File: src/rtl/sram_pkg.sv
// Shared definitions for initiators of the S011HD1P single-port bit-write-enable SRAM macros.
// Holds per-variant geometry and the byte-strobe to active-low bit-mask conversion.
package sram_pkg;

  localparam int S011HD1P_X32Y2D128_DATA_W = 128;
  localparam int S011HD1P_X32Y2D128_ADDR_W = 6;
  localparam int S011HD1P_X16Y2D64_DATA_W  = 64;
  localparam int S011HD1P_X16Y2D64_ADDR_W  = 5;

  // Widest macro in the family; narrower initiators zero-extend their strobes
  localparam int SRAM_MAX_DATA_W = 128;
  localparam int SRAM_MAX_STRB_W = SRAM_MAX_DATA_W / 8;

  typedef logic [SRAM_MAX_STRB_W-1:0] sram_strb_t;
  typedef logic [SRAM_MAX_DATA_W-1:0] sram_bwen_t;

  function automatic sram_bwen_t strb2bwen(input sram_strb_t strb);
    sram_bwen_t bwen;
    for (int i = 0; i < SRAM_MAX_STRB_W; i++) begin
      bwen[8*i +: 8] = {8{~strb[i]}};
    end
    return bwen;
  endfunction

endpackage

File: src/rtl/sram_rsp_fifo.sv
// Small in-order response FIFO (is_wr flag + data) with registered storage and an occupancy count.
// Outputs read as zero while empty so an idle response channel never shows stale data.
module sram_rsp_fifo #(
  parameter int DATA_W = 128,
  parameter int DEPTH  = 2
) (
  input  logic              CLK,
  input  logic              RST_N,
  input  logic              push,
  input  logic              push_is_wr,
  input  logic [DATA_W-1:0] push_data,
  input  logic              pop,
  output logic              rsp_valid,
  output logic              rsp_is_wr,
  output logic [DATA_W-1:0] rsp_rdata,
  output logic [$clog2(DEPTH+1)-1:0] count
);

  localparam int CW = $clog2(DEPTH + 1);
  localparam int PW = (DEPTH > 1) ? $clog2(DEPTH) : 1;
  localparam logic [CW-1:0] CNT_ONE  = CW'(1);
  localparam logic [CW-1:0] CNT_FULL = CW'(DEPTH);
  localparam logic [PW-1:0] PTR_ONE  = PW'(1);
  localparam logic [PW-1:0] PTR_LAST = PW'(DEPTH - 1);

  logic [DATA_W:0]   mem_r [DEPTH];
  logic [PW-1:0]     wr_ptr_r;
  logic [PW-1:0]     rd_ptr_r;
  logic [CW-1:0]     count_r;
  logic              pop_ok_s;
  logic              push_ok_s;
  logic [DATA_W:0]   head_s;

  function automatic logic [PW-1:0] ptr_inc(input logic [PW-1:0] p);
    return (p == PTR_LAST) ? {PW{1'b0}} : p + PTR_ONE;
  endfunction

  // Qualify pop/push and present the head entry
  always_comb begin
    pop_ok_s  = 1'b0;
    push_ok_s = 1'b0;
    head_s    = {(DATA_W+1){1'b0}};
    if (count_r != {CW{1'b0}}) begin
      pop_ok_s = pop;
      head_s   = mem_r[rd_ptr_r];
    end else begin
      pop_ok_s = 1'b0;
      head_s   = {(DATA_W+1){1'b0}};
    end
    if ((count_r != CNT_FULL) || pop_ok_s) begin
      push_ok_s = push;
    end else begin
      push_ok_s = 1'b0;
    end
  end

  // Storage, pointers and occupancy
  always_ff @(posedge CLK or negedge RST_N) begin
    if (!RST_N) begin
      wr_ptr_r <= {PW{1'b0}};
      rd_ptr_r <= {PW{1'b0}};
      count_r  <= {CW{1'b0}};
      for (int i = 0; i < DEPTH; i++) begin
        mem_r[i] <= {(DATA_W+1){1'b0}};
      end
    end else begin
      if (push_ok_s) begin
        mem_r[wr_ptr_r] <= {push_is_wr, push_data};
        wr_ptr_r        <= ptr_inc(wr_ptr_r);
      end
      if (pop_ok_s) begin
        rd_ptr_r <= ptr_inc(rd_ptr_r);
      end
      case ({push_ok_s, pop_ok_s})
        2'b10:   count_r <= count_r + CNT_ONE;
        2'b01:   count_r <= count_r - CNT_ONE;
        default: count_r <= count_r;
      endcase
    end
  end

  assign rsp_valid = (count_r != {CW{1'b0}});
  assign rsp_is_wr = head_s[DATA_W];
  assign rsp_rdata = head_s[DATA_W-1:0];
  assign count     = count_r;

endmodule

File: src/rtl/sram_req_bridge.sv
// Valid/ready request channel to S011HD1P macro pin drive, with in-order responses.
// Credits count buffered plus in-flight responses so the FIFO can never overflow.
module sram_req_bridge
  import sram_pkg::*;
#(
  parameter int DATA_W  = S011HD1P_X32Y2D128_DATA_W,
  parameter int ADDR_W  = S011HD1P_X32Y2D128_ADDR_W,
  parameter int RSP_DEP = 2
) (
  input  logic                CLK,
  input  logic                RST_N,
  input  logic                req_valid,
  output logic                req_ready,
  input  logic                req_we,
  input  logic [ADDR_W-1:0]   req_addr,
  input  logic [DATA_W-1:0]   req_wdata,
  input  logic [DATA_W/8-1:0] req_wstrb,
  output logic                rsp_valid,
  input  logic                rsp_ready,
  output logic                rsp_is_wr,
  output logic [DATA_W-1:0]   rsp_rdata,
  output logic                sram_cen,
  output logic                sram_wen,
  output logic [DATA_W-1:0]   sram_bwen,
  output logic [ADDR_W-1:0]   sram_a,
  output logic [DATA_W-1:0]   sram_d,
  input  logic [DATA_W-1:0]   sram_q
);

  localparam int CW = $clog2(RSP_DEP + 1);
  localparam logic [CW:0] CREDIT_LIM = (CW+1)'(RSP_DEP);

  logic              inflight_r;
  logic              inflight_we_r;
  logic [CW-1:0]     count_s;
  logic              pop_s;
  logic              fire_s;
  logic [CW:0]       used_s;
  sram_strb_t        strb_ext_s;
  sram_bwen_t        bwen_ext_s;
  logic [DATA_W-1:0] push_data_s;

  // Credit check, fire qualification and macro pin drive
  always_comb begin
    pop_s      = rsp_valid & rsp_ready;
    used_s     = {1'b0, count_s} + {{CW{1'b0}}, inflight_r} - {{CW{1'b0}}, pop_s};
    req_ready  = RST_N & (used_s < CREDIT_LIM);
    fire_s     = req_valid & req_ready;
    strb_ext_s = {SRAM_MAX_STRB_W{1'b0}};
    strb_ext_s[DATA_W/8-1:0] = req_wstrb;
    bwen_ext_s = strb2bwen(strb_ext_s);
    sram_a     = req_addr;
    sram_d     = req_wdata;
    sram_cen   = 1'b1;
    sram_wen   = 1'b1;
    sram_bwen  = {DATA_W{1'b1}};
    if (fire_s) begin
      sram_cen  = 1'b0;
      sram_wen  = ~req_we;
      sram_bwen = bwen_ext_s[DATA_W-1:0];
    end else begin
      sram_cen  = 1'b1;
      sram_wen  = 1'b1;
      sram_bwen = {DATA_W{1'b1}};
    end
    if (inflight_we_r) begin
      push_data_s = {DATA_W{1'b0}};
    end else begin
      push_data_s = sram_q;
    end
  end

  // One access outstanding at the macro; Q is valid only the cycle after a read
  always_ff @(posedge CLK or negedge RST_N) begin
    if (!RST_N) begin
      inflight_r    <= 1'b0;
      inflight_we_r <= 1'b0;
    end else begin
      inflight_r    <= fire_s;
      inflight_we_r <= fire_s & req_we;
    end
  end

  sram_rsp_fifo #(
    .DATA_W (DATA_W),
    .DEPTH  (RSP_DEP)
  ) u_rsp_fifo (
    .CLK        (CLK),
    .RST_N      (RST_N),
    .push       (inflight_r),
    .push_is_wr (inflight_we_r),
    .push_data  (push_data_s),
    .pop        (pop_s),
    .rsp_valid  (rsp_valid),
    .rsp_is_wr  (rsp_is_wr),
    .rsp_rdata  (rsp_rdata),
    .count      (count_s)
  );

endmodule

File: config.mk
export PLATFORM = sky130hd
export DESIGN_NAME = sram_req_bridge
export DESIGN_NICKNAME = d
export VERILOG_FILES = /design/src/rtl/sram_pkg.sv /design/src/rtl/sram_rsp_fifo.sv /design/src/rtl/sram_req_bridge.sv
export SDC_FILE = /design/constraint.sdc
export NUM_CORES = 1
export LEC_CHECK = 0
export CAP_MARGIN = 10
export CORE_AREA = 2 2 261 263
export DETAILED_ROUTE_END_ITERATION = 16
export DIE_AREA = 0 0 263 265
export GPL_TIMING_DRIVEN = 0
export SLEW_MARGIN = 15
export SYNTH_ARGS = -nofsm -noshare
export SYNTH_HDL_FRONTEND = slang
export SYNTH_SLANG_ARGS = --single-unit
File: constraint.sdc
create_clock -name CLK -period 8.7 [get_ports CLK]
set_input_delay 1.74 -clock CLK [delete_from_list [all_inputs] [get_ports CLK]]
set_output_delay 1.74 -clock CLK [all_outputs]
set_load 0.01 [all_outputs]
==> results.md, run 1 <==
* Crit. Startpoint: rsp_ready
* P&R area growth vs syn at 52.7%
* H-tree levels at 2
* DR iter-0 viols at 269
* Number of global-route vias before repair at 11,928
* Die area at around 70,000 µm²
* Clk root buf: clkbuf_16
* Fin nets at about 2,100
* Die height at 265 µm
* Met2 Resource Use GR at 24.4%
* CP top delay family: buffers and inverters
* Worst Setup End Kind: output port
* Postcts setup bufs at 0
* Status: finished clean
* Port Buffer Count at 543
* WS Path Type: in2out
* Share of synthesized registers carrying an async set or reset at 100%
* Synth unique cells at 21
* Reg power frac at between 20 and 30%
* # rows at 95
* Vias/cell at between 3 and 4
* Pin count of the biggest net entering global routing at ~110
* Initial Util at between 20% and 30%
* CP bufs+invs at 4
* Seq cells post-synth at around 260
* CTS tree: built
* # DRC at 0
* Core area at 66,800 µm²
* Met3 Track Usage GR at under 10%
* Clk_lat worst skew at roughly 520 ps
* Worst VDD drop at 0.147 mV
* Clock tree buffer depth at 3
* Cell area after layout at about 22,000 µm²
* Die W at between 200 and 300 µm
* Min-Delay Path Class: reg2reg
* Post-placement cell area at 21,300 µm²
* CP peak stage delay at 510 ps
* Yosys warnings at 0
* Max-cap violations at 0
* Internal power at 4900 µW
* Final Max Slew Viols at 0
* Share of layout cells above drive strength 1 at about a third
* FF-to-FF setup slack at roughly 5500 ps
* Yosys top cell area share at 45.0%
* Post-Place Cells at 2,686
* Gr busiest metal: met2
* Signal arrival time at the worst endpoint at about 5500 ps
* Slowest CP cell: clkdlybuf4s50_1
* Cell mode on critical path: clkdlybuf4s50_1
* Ports at slightly below 700
* GRT met1 Usage at between 10 and 15%
* Synth Instances at 1,268
* Pwr per Cell Area at about 330 nW/µm²
* Detailed Route WL at 46,900 µm
* Final HPWL DP at 35,800 µm
* Layout Cells excl Fill at 2,748
* Ys flop type: dfrtp_1
* Net load switching power at 2560 µW
* Startpoint types: primary input
* Fin Clk Skew at 20.1 ps
* Combinational power share at 52.1%
* Static leakage power at 0.00978 µW
* Detail Route Antenna Nets at 0
* Tcrit/Tclk final at 83.0%
* Worst Tran Pin Value at roughly 1100 ps
* DR vias at 10,973
* Setup tns final at 0 ps
* Min cycle time layout at 7220 ps
* First-pass GRT wire length at about 70,000 µm
* FF-to-FF Start: u_rsp_fifo.count[1]$_DFFE_PN0P_
* Worst Min Path Start: u_rsp_fifo.mem_r[108]$_DFFE_PN0P_
* Crit-path cells: clkdlybuf4s50_1, and2_1, ha_1, nand2b_1, fa_1, xnor2_1, and4_1, clkbuf_1, nand2_1, buf_4, clkdlybuf4s50_1
* Final setup viols at 0
* Most common cell in the netlist: dfrtp_1
* Mapped cell area at ~15,000 µm²
* Sequential-to-total area share from yosys stat at 45.0%
* Worst path required time at 6960 ps
* Antenna diode count at 0
* Largest fanout on the critical path at 10
* Switching portion of total power at 34.3%
* GR Overflow Total at 0
* # clock sinks at 264
* Post-CTS resize count at 0
* Clock share of power at 19.3%
* Yosys top cell by area: dfrtp_1
* Number of synthesized flops with an enable pin at 0
* WL per Instance at around 17 µm
* Syn Area/Cell at 11.6 µm²
* Synth top cells by count: 264 x dfrtp_1, 258 x mux2_2, 248 x buf_4, 132 x nor2_1, 129 x mux2i_1
* Slew margin rel. at about 29%
* RSZ-0062 raised after global routing: false
* Final hold viol count at 0
* Area contributors post-synth: dfrtp_1 45%, mux2_2 20%, buf_4 13%, mux2i_1 8.8%, nor2b_1 5.5%
* Clock slew seen by the registers of the worst setup and hold paths at ~50 ps
* Syn Nets at ~1,600
* DRT Pass-1 Iters at 4
* Post-CTS Hold Fix Bufs at 0
* Maximum clock rate at 138 MHz
* All-Layer GR Usage at a little over an eighth
* Antenna violations before repair at 2
* Routability cong. at about 0.74
* CTS Buf Count at 35
==> final timing paths <==
check                                                    endpoint  depth (start not counted)
worst max-delay path                               sram_bwen[119]                         11
worst min-delay path            u_rsp_fifo.mem_r[108]$_DFFE_PN0P_                          1
worst max register to register            inflight_we_r$_DFF_PN0_                         10
worst min register to register  u_rsp_fifo.mem_r[108]$_DFFE_PN0P_                          1
max in group asynchronous       u_rsp_fifo.mem_r[218]$_DFFE_PN0P_                          2
min in group asynchronous        u_rsp_fifo.mem_r[17]$_DFFE_PN0P_                          1
==> kinds of logic (layout without fill, tap and decap cells) <==
kind of cell | Yosys count | in the layout | synth area share, %
and+or+nand+nor | 286 | 286 | 9.74
muxes | 387 | 387 | 28.6
xor gates and xnor gates | 6 | 6 | 0.358
buffers and inverters | 322 | 929 | 15.9
DFF | 264 | 264 | 45.0
adders and majority gates | 3 | 3 | 0.307
==> power groups by stage <==
stage          Clock, µW  Sequential, µW  Combinational, µW
2_1_floorplan          0            2070               2130
3_3_place_gp           0            2130               3930
3_5_place_dp           0            2160               3960
4_1_cts             1500            2140               3990
5_1_grt             1550            2220               4200
6_report            1440            2140               3890
==> per-stage QoR <==
step           worst slack [ps]  power (µW)  utilization, %  hold slack (ps)
2_1_floorplan              3200        4200               -              480
3_3_place_gp              -7010        6050            31.7              488
3_5_place_dp               1400        6130            31.8              494
4_1_cts                    1390        7620            33.5              507
5_1_grt                    1300        7970            33.5              509
6_report                   1480        7460            33.5              501
==> cell type report <==
type	count	area [µm²]
clock buffers	49	968
repair buffers	545	5500
plain buffers	319	2330
well taps	873	1090
clock inverters	13	179
fillers	6638	44400
flip-flops and latches	264	6610
inverters	3	11.3
multi-input cells	682	5720
==> layout by cell type, fill, tap and decap left out, types with 5 or more instances in the layout <==
master           netlist  layout
clkdlybuf4s50_1        0     542
dfrtp_1              264     264
mux2_2               258     258
buf_4                248     248
nor2_1               132     132
mux2i_1              129     129
nor2b_1              128     128
clkbuf_1              31      40
clkbuf_16              0      35
buf_6                 24      24
nand2_1               18      18
buf_2                 15      15
clkinv_2               0       5
==> state kept, by name, summed over array words and instances (netlist names) <==
signal	flops
u_rsp_fifo.mem_r	258
u_rsp_fifo.count	2
inflight_r	1
inflight_we_r	1
u_rsp_fifo.rd_ptr_r	1
u_rsp_fifo.wr_ptr_r	1
==> per-layer routing <==
metal  vias to the layer above  wire length (µm)
met2                       413             24400
met4                         2               793
met5                         -                13
met1                      5388             18700
li1                       5125                 -
met3                        45              3010
==> worst register-to-register path, delay by kind of cell (launching register included) <==
kind | cells | cell delay [ps]
XOR/XNOR | 1 | 280
adder cells (fa/ha/maj) | 2 | 670
buffers and inverters | 2 | 510
flip-flops | 1 | 450
AND/OR/NAND/NOR | 5 | 1190
No activity file was read; power rests on OpenSTA's default activity.
==> inputs of run 2 (changes only) <==
- CORE_AREA: 2 2 261 263 -> 2 2 268 270
- DIE_AREA: 0 0 263 265 -> 0 0 270 272
- clock period: 8.7 -> 6.07 ns (I/O delays scaled with it)
==> run 2 against run 1 <==
Effect of this change: first-iteration DRC count rose by 1.1%; power rose by 42%; flip-flop and latch count did not move; clock power rose by 35%; worst setup slack got worse by 1100 ps; final area rose by 0.26%; critical path depth did not move; clock skew fell by 3.0 ps; worst hold slack got worse by 93 ps; non-clock buffer count rose by 1; via count fell by 0.19%; critical path type unchanged; critical endpoint is now sram_bwen[67].
==> results.md, run 2 (synthesis results as in run 1) <==
* Post-CTS resize count at 1
* # DRC at 0
* First-pass GRT wire length at approximately 72,000 µm
* Final worst-path setup slack at 347 ps
* Worst Tran Pin Value at 1160 ps
* Gr busiest metal: met2
* Final HPWL DP at 37,400 µm
* Startpoint types: primary input
* Post-CTS Hold Fix Bufs at 0
* Met2 Resource Use GR at approximately a quarter
* Clk root buf: clkbuf_16
* Hold Slack at 408 ps
* Worst VDD drop at 0.176 mV
* Port Buffer Count at roughly 540
* Final Core Density at 31.7%
* Most common cell after layout, fill and taps aside: clkdlybuf4s50_1
* Max reg flops at around 260
* Fin Clk Skew at 17.1 ps
* H-tree levels at 1
* Largest fanout on the critical path at 10
* # rows at between 90 and 100
* Clock tree buffer depth at 3
* Antenna violations before repair at 4
* Final hold viol count at 0
* Pin count of the biggest net entering global routing at a little over 100
* Core area at ~71,000 µm²
* Signal arrival time at the worst endpoint at 4510 ps
* Share of layout cells above drive strength 1 at between 30 and 40%
* Slew margin rel. at 22.9%
* Vias/cell at 3.88
* Min cycle time layout at 5720 ps
* Die W at 270 µm
* Tcrit/Tclk final at 94.3%
* Clk_lat worst skew at a little under 600 ps
* GRT met1 Usage at 14.5%
* Setup tns final at 0 ps
* Number of global-route vias before repair at roughly 12,000
* Die area at between 70,000 and 80,000 µm²
* Static leakage power at 0.00977 µW
* CTS Buf Count at 31
* WS Path Type: in2out
* Final Max Slew Viols at 0
* Worst Setup End Kind: output port
* Met3 Track Usage GR at 2.76%
* All-Layer GR Usage at 12.6%
* CTS tree: built
* Biggest register: u_rsp_fifo.mem_r
* Max-cap violations at 0
* Status: finished clean
* Clock slew seen by the registers of the worst setup and hold paths at 60 ps
* Final setup viols at 0
* Maximum clock rate at 175 MHz
* Fin nets at 2,133
* Detailed Route WL at 48,300 µm
* Ports at 678
* P&R area growth vs syn at 53.1%
* GR Overflow Total at 0
* Pwr per Cell Area at 471 nW/µm²
* Initial Util at roughly a fifth
* Worst path required time at 4860 ps
* Layout Cells excl Fill at approximately 2,800
* Setup Slack @ Placement at -104 ps
* Min-Delay Path Class: in2async
* Routability cong. at ~0.81
* Most frequent cells in the layout: 542 x clkdlybuf4s50_1, 264 x dfrtp_1, 258 x mux2_2
* RSZ-0062 raised after global routing: false
* Die height at 272 µm
* DR vias at ~11,000
* # clock sinks at 264
* Postcts setup bufs at 0
* WL per Instance at around 17 µm
* DR iter-0 viols at 272
* DRT Pass-1 Iters at 4
* Detail Route Antenna Nets at 0
* Post-Place Cells at around 2,800
run 2: through the flow:
step,area [µm²],power (µW)
final,22500,10600
after global placement,21300,8670
after floorplan,14700,6010
after global routing,22500,11300
after detailed placement,21400,8800
after CTS,22500,10800
run 2: worst paths after layout:
check	slack, ps	end	start	cells past startpoint
max reg2reg	3160	inflight_we_r$_DFF_PN0_	u_rsp_fifo.count[1]$_DFFE_PN0P_	10
max	350	sram_bwen[67]	rsp_ready	11
min in group CLK	500	u_rsp_fifo.mem_r[229]$_DFFE_PN0P_	u_rsp_fifo.mem_r[229]$_DFFE_PN0P_	1
min reg2reg	500	u_rsp_fifo.mem_r[229]$_DFFE_PN0P_	u_rsp_fifo.mem_r[229]$_DFFE_PN0P_	1
min	410	u_rsp_fifo.mem_r[90]$_DFFE_PN0P_	RST_N	1
max in group asynchronous	4580	u_rsp_fifo.mem_r[189]$_DFFE_PN0P_	RST_N	3
run 2: worst max-delay path: stages:
cell,delay [ps]
clkdlybuf4s50_1,510
and2_1,210
ha_1,250
nand2b_1,160
fa_1,400
xnor2_1,250
and4_1,240
clkbuf_2,280
nand2_1,290
buf_4,220
clkdlybuf4s50_1,470
run 2: area by class of cell:
cell class / instances / area (µm²)
clock inverters: 14 / 160
fillers: 7197 / 48300
repair buffers: 546 / 5520
clock buffers: 43 / 911
flip-flops and latches: 264 / 6610
plain buffers: 319 / 2330
diodes: 3 / 7.51
inverters: 3 / 11.3
well taps: 950 / 1190
multi-input cells: 682 / 5720
run 2: power by group:
part           leakage, µW  switching [µW]  internal (µW)
combinational      0.00606            2450           3110
clock             0.000525             781           1170
sequential         0.00318             433           2640
total              0.00977            3670           6910
run 2: layer usage:
layer / up-vias / wire length, µm / part of all wire [%]
met5: - / 13 / 0.027
met2: 423 / 25000 / 52
li1: 5110 / - / -
met3: 50 / 3120 / 6.5
met1: 5367 / 19400 / 40
met4: 2 / 779 / 1.6
